===== src/rtl/io_port.sv =====
// rtl/io_port.sv - CPU-mapped switch input and seven-segment display port
module io_port #(
  parameter int WORD_W     = 8,
  parameter int DEBOUNCE_N = 4
) (
  input  logic              clock,
  input  logic              n_reset,
  input  logic              req,
  input  logic              we,
  input  logic [1:0]        addr,
  input  logic [WORD_W-1:0] wdata,
  output logic [WORD_W-1:0] rdata,
  output logic              ack,
  input  logic [7:0]        switches,
  output logic [6:0]        disp0,
  output logic [6:0]        disp1,
  output logic [6:0]        disp2,
  output logic [6:0]        disp3
);

  localparam int CNT_W = $clog2(DEBOUNCE_N + 1);

  localparam logic [1:0] S_IDLE      = 2'd0;
  localparam logic [1:0] S_ACK       = 2'd1;
  localparam logic [1:0] S_WAIT_DROP = 2'd2;

  localparam logic [1:0] A_SWITCH  = 2'd0;
  localparam logic [1:0] A_DISP_LO = 2'd1;
  localparam logic [1:0] A_DISP_HI = 2'd2;
  localparam logic [1:0] A_STATUS  = 2'd3;

  logic [1:0]        r_state;
  logic [WORD_W-1:0] r_rdata;
  logic [WORD_W-1:0] r_disp_lo;
  logic [WORD_W-1:0] r_disp_hi;
  logic [7:0]        r_sync1;
  logic [7:0]        r_sync2;
  logic [7:0]        r_deb;
  logic [CNT_W-1:0]  r_cnt;
  logic              r_changed;

  logic              w_start;
  logic              w_rd_switch;
  logic              w_diff;
  logic              w_deb_load;
  logic [WORD_W-1:0] w_rd_word;

  // A transfer is accepted only from IDLE; all register side effects happen on that edge.
  assign w_start     = (r_state == S_IDLE) && req;
  assign w_rd_switch = w_start && !we && (addr == A_SWITCH);
  assign w_diff      = (r_sync2 != r_deb);
  assign w_deb_load  = w_diff && (r_cnt == CNT_W'(DEBOUNCE_N - 1));

  assign ack   = (r_state == S_ACK);
  assign rdata = r_rdata;

  // Read data selection for the register currently addressed.
  always_comb begin
    w_rd_word = '0;
    case (addr)
      A_SWITCH:  w_rd_word = WORD_W'(r_deb);
      A_DISP_LO: w_rd_word = r_disp_lo;
      A_DISP_HI: w_rd_word = r_disp_hi;
      A_STATUS:  w_rd_word = {{(WORD_W-1){1'b0}}, r_changed};
      default:   w_rd_word = '0;
    endcase
  end

  // Responder FSM: one ack cycle, then wait for req to drop before rearming.
  always_ff @(posedge clock or negedge n_reset) begin
    if (!n_reset) begin
      r_state <= S_IDLE;
    end else begin
      case (r_state)
        S_IDLE:      if (req) r_state <= S_ACK;
        S_ACK:       r_state <= S_WAIT_DROP;
        S_WAIT_DROP: if (!req) r_state <= S_IDLE;
        default:     r_state <= S_IDLE;
      endcase
    end
  end

  // Register writes and read-data capture; rdata holds until the next read.
  always_ff @(posedge clock or negedge n_reset) begin
    if (!n_reset) begin
      r_rdata   <= '0;
      r_disp_lo <= '0;
      r_disp_hi <= '0;
    end else if (w_start) begin
      if (we) begin
        if (addr == A_DISP_LO) r_disp_lo <= wdata;
        if (addr == A_DISP_HI) r_disp_hi <= wdata;
      end else begin
        r_rdata <= w_rd_word;
      end
    end
  end

  // Two-flop synchronizer followed by a stable-count debouncer.
  always_ff @(posedge clock or negedge n_reset) begin
    if (!n_reset) begin
      r_sync1 <= '0;
      r_sync2 <= '0;
      r_deb   <= '0;
      r_cnt   <= '0;
    end else begin
      r_sync1 <= switches;
      r_sync2 <= r_sync1;
      if (w_deb_load) begin
        r_deb <= r_sync2;
        r_cnt <= '0;
      end else if (w_diff) begin
        r_cnt <= r_cnt + CNT_W'(1);
      end else begin
        r_cnt <= '0;
      end
    end
  end

  // Change flag: set on a debounced update, cleared by reading SWITCH; set wins a tie.
  always_ff @(posedge clock or negedge n_reset) begin
    if (!n_reset) begin
      r_changed <= 1'b0;
    end else if (w_deb_load) begin
      r_changed <= 1'b1;
    end else if (w_rd_switch) begin
      r_changed <= 1'b0;
    end
  end

  function automatic logic [6:0] f_seg(input logic [3:0] nib);
    logic [6:0] seg;
    case (nib)
      4'h0:    seg = 7'b1000000;
      4'h1:    seg = 7'b1111001;
      4'h2:    seg = 7'b0100100;
      4'h3:    seg = 7'b0110000;
      4'h4:    seg = 7'b0011001;
      4'h5:    seg = 7'b0010010;
      4'h6:    seg = 7'b0000010;
      4'h7:    seg = 7'b1111000;
      4'h8:    seg = 7'b0000000;
      4'h9:    seg = 7'b0010000;
      4'hA:    seg = 7'b0001000;
      4'hB:    seg = 7'b0000011;
      4'hC:    seg = 7'b1000110;
      4'hD:    seg = 7'b0100001;
      4'hE:    seg = 7'b0000110;
      default: seg = 7'b0001110;
    endcase
    return seg;
  endfunction

  // Displays follow the registers combinationally so a write shows during its ack.
  always_comb begin
    disp0 = f_seg(r_disp_lo[3:0]);
    disp1 = f_seg(r_disp_lo[7:4]);
    disp2 = f_seg(r_disp_hi[3:0]);
    disp3 = f_seg(r_disp_hi[7:4]);
  end

endmodule


===== config.mk =====
export PLATFORM = sky130hd
export DESIGN_NAME = io_port
export DESIGN_NICKNAME = d
export VERILOG_FILES = /design/src/rtl/io_port.sv
export SDC_FILE = /design/constraint.sdc
export NUM_CORES = 1
export LEC_CHECK = 0
export CORE_MARGIN = 8
export CORE_UTILIZATION = 47
export CTS_CLUSTER_DIAMETER = 200
export DETAILED_ROUTE_END_ITERATION = 8
export GPL_TIMING_DRIVEN = 0
export PLACE_DENSITY = 0.76
export SETUP_SLACK_MARGIN = 0.2
export SYNTH_ARGS = -nofsm -noshare
export SYNTH_HDL_FRONTEND = slang
export SYNTH_SLANG_ARGS = --single-unit

===== constraint.sdc =====
create_clock -name clock -period 1.5 [get_ports clock]
set_input_delay 0.3 -clock clock [delete_from_list [all_inputs] [get_ports clock]]
set_output_delay 0.3 -clock clock [all_outputs]
set_load 0.02 [all_outputs]

==> results.toml <==
[global_route]
largest_net_degree_at_the_start_of_global_routing = 36
initial_antenna_violation_count = 0
grt-ovfl-total = 0
grt_util_all_layers_pct = 16.0
first_pass_grt_wire_length_um = 12900
grt_pass1_vias = 2720

[sta]
final_max_slew_viol_count = 0
post-route-min-period_ns = 2.05
remaining_max_slew_budget_at_the_tightest_pin_pct = 70.5
fmax_ghz = 0.489
rsz0062_at_grt = "yes"
worst_pin_slew_ns = 0.442
setup_viol = 55
clock_skew_ns = 0.00693
timing_hold_violations_final = 0
final.setup.worst_slack_ns = -0.546
post-route-period-util_pct = 136

[cells_and_area]
antenna_cells = 0
post_layout_util_pct = 79.8
drive_gt1_share_pct = 61.4
layoutNonFillerInstCount = 479
post-route-cell-area_sq_mm = 0.00510
finish.net_count = 449
syn_to_final_growth_pct = 63.8
final_common_cell = "sky130_fd_sc_hd__buf_6"
mostFrequentLayoutCells = "sky130_fd_sc_hd__buf_6, sky130_fd_sc_hd__dfrtp_1, sky130_fd_sc_hd__buf_4"

[synthesis]
synth_nets = 329
synth_top_cell_by_area = "sky130_fd_sc_hd__dfrtp_1"
synth_cells = 281
syn_area_sq_mm = 0.00311
syn_avg_cell_area_sq_um = 11.1
ys_ff_latch = 54
synth_top_cell_area_share_pct = 43.4
yosysWarningCount = 0
async_reset_ff_share_pct = 100
synth_flop_cell = "sky130_fd_sc_hd__dfrtp_1"
synth.area.top_cells = "sky130_fd_sc_hd__dfrtp_1, sky130_fd_sc_hd__mux2_2, sky130_fd_sc_hd__ha_1"
synth_sequential_area_ratio_pct = 43.4
number_of_distinct_library_cells_after_synthesis = 33
number_of_synthesized_flops_with_an_enable_pin = 0

[clock_tree]
cts_sinks = 54
cts-htree-levels = 2
cts.path.max_buffers = 2
clk_root_buffer_cell = "sky130_fd_sc_hd__clkbuf_8"
tritoncts = "done"
path_clk_slew_ns = 0.10
number_of_buffers_added_by_the_clock_tree_synthesis_step = 5
worst_skew_pair.late_latency_ns = 0.31

[placed_design]
port_buffers = 58
finalWeightedCongestion = 0.788
dp_hpwl_um = 5050
post_dp_cell_area_sq_mm = 0.00416
detailedPlace.worstSlack_ns = -0.726
place_inst = 417

[critical_path]
crit_arrival_ns = 1.75
crit_chain = "inv_4 > ha_4 > inv_2 > mux4_2 > buf_6"
critical_path.max_fanout = 5
setup.worst_path.start_class = "flop"
timing.critical_path.required_ns = 1.20
worst_path_largest_cell_delay_ns = 0.46
cpMaxStageDelayCell = "sky130_fd_sc_hd__dfrtp_2"
path_depth = 5
endpoint_kind = "output pin"
rr_worst_depth = 5
cp_top_family = "flip-flops"
timing_worst_setup_path_type = "flop to output pin"
path_buf_inv = 3

[pwr]
power.total_mw = 12.5
power_switching_mw = 5.33
clock_power_share_pct = 6.4
power.share.sequential_pct = 21.6
sw_frac_of_total_pct = 42.8
power.combinational.fraction_pct = 72.0
powerDensity_mw_per_mm2 = 2440
vdd.ir_drop.worst_uv = 2070
p_leak_nw = 2.34
cellInternalPower_mw = 7.13

[status]
violations = "setup timing"
run_status = "finished, violations left"

[worst_hold_path]
holdPathStages = 0
hp-class = "flop to flop"

[floorplanning]
die_area_sq_mm = 0.00948
coreArea_sq_mm = 0.00639
die_width_um = 97.4
top_ports = 59
die_h_um = 97.4
initial_utilization_pct = 48.7
floorplan.rows = 29

[job]
drv.max_cap_violation_count = 0

[detailed_routing]
wl_per_cell_um = 17.1
detail_route.vias_per_cell = 5.34
drtAntennaViolNets = 0
drt-pass1-iter-count = 4
finalWirelength_um = 8170
route.vias.total = 2557
drt_iter0_markers = 81
drc = 0
## final timing paths
| check | from | to | slack, ns |
|---|---|---|---|
| worst max-delay path | r_disp_hi[1] | disp2[3] | -0.55 |
| worst min-delay path | r_sync1[4] | r_sync2[4] | 0.35 |
| worst max register to register | r_deb[5] | r_deb[3] | -0.14 |
| worst min register to register | r_sync1[4] | r_sync2[4] | 0.35 |
| max in group asynchronous | n_reset | r_disp_lo[4] | 0.50 |
| min in group asynchronous | n_reset | r_sync1[5] | 0.46 |
## power by group through the flow
stage	combinational, mW	sequential (mW)	clock [mW]
4_1_cts	8.33	2.61	0.798
3_5_place_dp	6.75	2.67	0
2_1_floorplan	4.51	2.62	0
6_report	8.97	2.70	0.795
3_3_place_gp	6.62	2.64	0
5_1_grt	9.55	2.76	0.881
## area by class of cell
| cell class | instances | area (sq um) |
|---|---|---|
| fillers | 372 | 1290 |
| well taps | 77 | 96.3 |
| clock inverters | 2 | 13.8 |
| plain buffers | 14 | 140 |
| flip-flops and latches | 54 | 1360 |
| multi-input cells | 199 | 2270 |
| inverters | 14 | 75.1 |
| clock buffers | 6 | 72.6 |
| repair buffers | 113 | 1060 |
## Yosys cell counts (2+ instances only)
cell type / instances
sky130_fd_sc_hd__ha_1: 26
sky130_fd_sc_hd__clkbuf_1: 5
sky130_fd_sc_hd__mux2_2: 29
sky130_fd_sc_hd__a22o_1: 6
sky130_fd_sc_hd__buf_6: 2
sky130_fd_sc_hd__a21oi_1: 15
sky130_fd_sc_hd__o21ai_0: 13
sky130_fd_sc_hd__nor2_1: 30
sky130_fd_sc_hd__buf_2: 6
sky130_fd_sc_hd__a32o_1: 3
sky130_fd_sc_hd__dfrtp_1: 54
sky130_fd_sc_hd__nand2b_1: 4
sky130_fd_sc_hd__nand3_1: 2
sky130_fd_sc_hd__inv_1: 14
sky130_fd_sc_hd__nand2_1: 15
sky130_fd_sc_hd__or3b_2: 3
sky130_fd_sc_hd__xnor2_1: 8
sky130_fd_sc_hd__o21a_1: 4
sky130_fd_sc_hd__nor2b_1: 7
sky130_fd_sc_hd__a31oi_1: 2
sky130_fd_sc_hd__mux2i_1: 16
sky130_fd_sc_hd__nand3b_1: 2
sky130_fd_sc_hd__mux4_2: 4
sky130_fd_sc_hd__nand4_1: 2
## cells by family after synthesis
logic type | after synthesis | synth area share [%]
simple gates | 69 | 11.3
compound gates | 47 | 9.77
xor+xnor | 8 | 2.25
mux | 49 | 18.5
buf+inv | 28 | 4.22
flops | 54 | 43.4
fa+ha+maj | 26 | 10.5
## flip-flops by register name, summed over array words and instances, names as in the netlist
register   cells
r_deb          8
r_disp_hi      8
r_disp_lo      8
r_sync1        8
r_sync2        8
rdata          8
r_cnt          3
r_state        2
r_changed      1
## metrics by stage
stage	setup TNS, ns	hold slack, ns
2_1_floorplan	-0.453	0.00441
3_3_place_gp	-97.25	0.333
3_5_place_dp	-24.50	0.267
4_1_cts	-10.29	0.356
5_1_grt	-16.34	0.369
6_report	-12.41	0.354
## routing by layer
metal | track usage [%] | vias up | wire length (um)
met5 | 0 | - | 0
met2 | 28.7 | 55 | 4180
met1 | 18.8 | 1272 | 3590
met4 | 3.85 | 0 | 104
li1 | - | 1217 | -
met3 | 3.49 | 13 | 294
## what timing repair did
item                                    CTS  global route
gates resized for setup                 277            42
cloned                                    1             0
endpoints found under the setup margin   73            71
endpoints found under the hold margin    19             0
hold buffers                              1             0
pin swaps                                19            20
buffers inserted                         40            12
(Power assumes the default switching activity.)
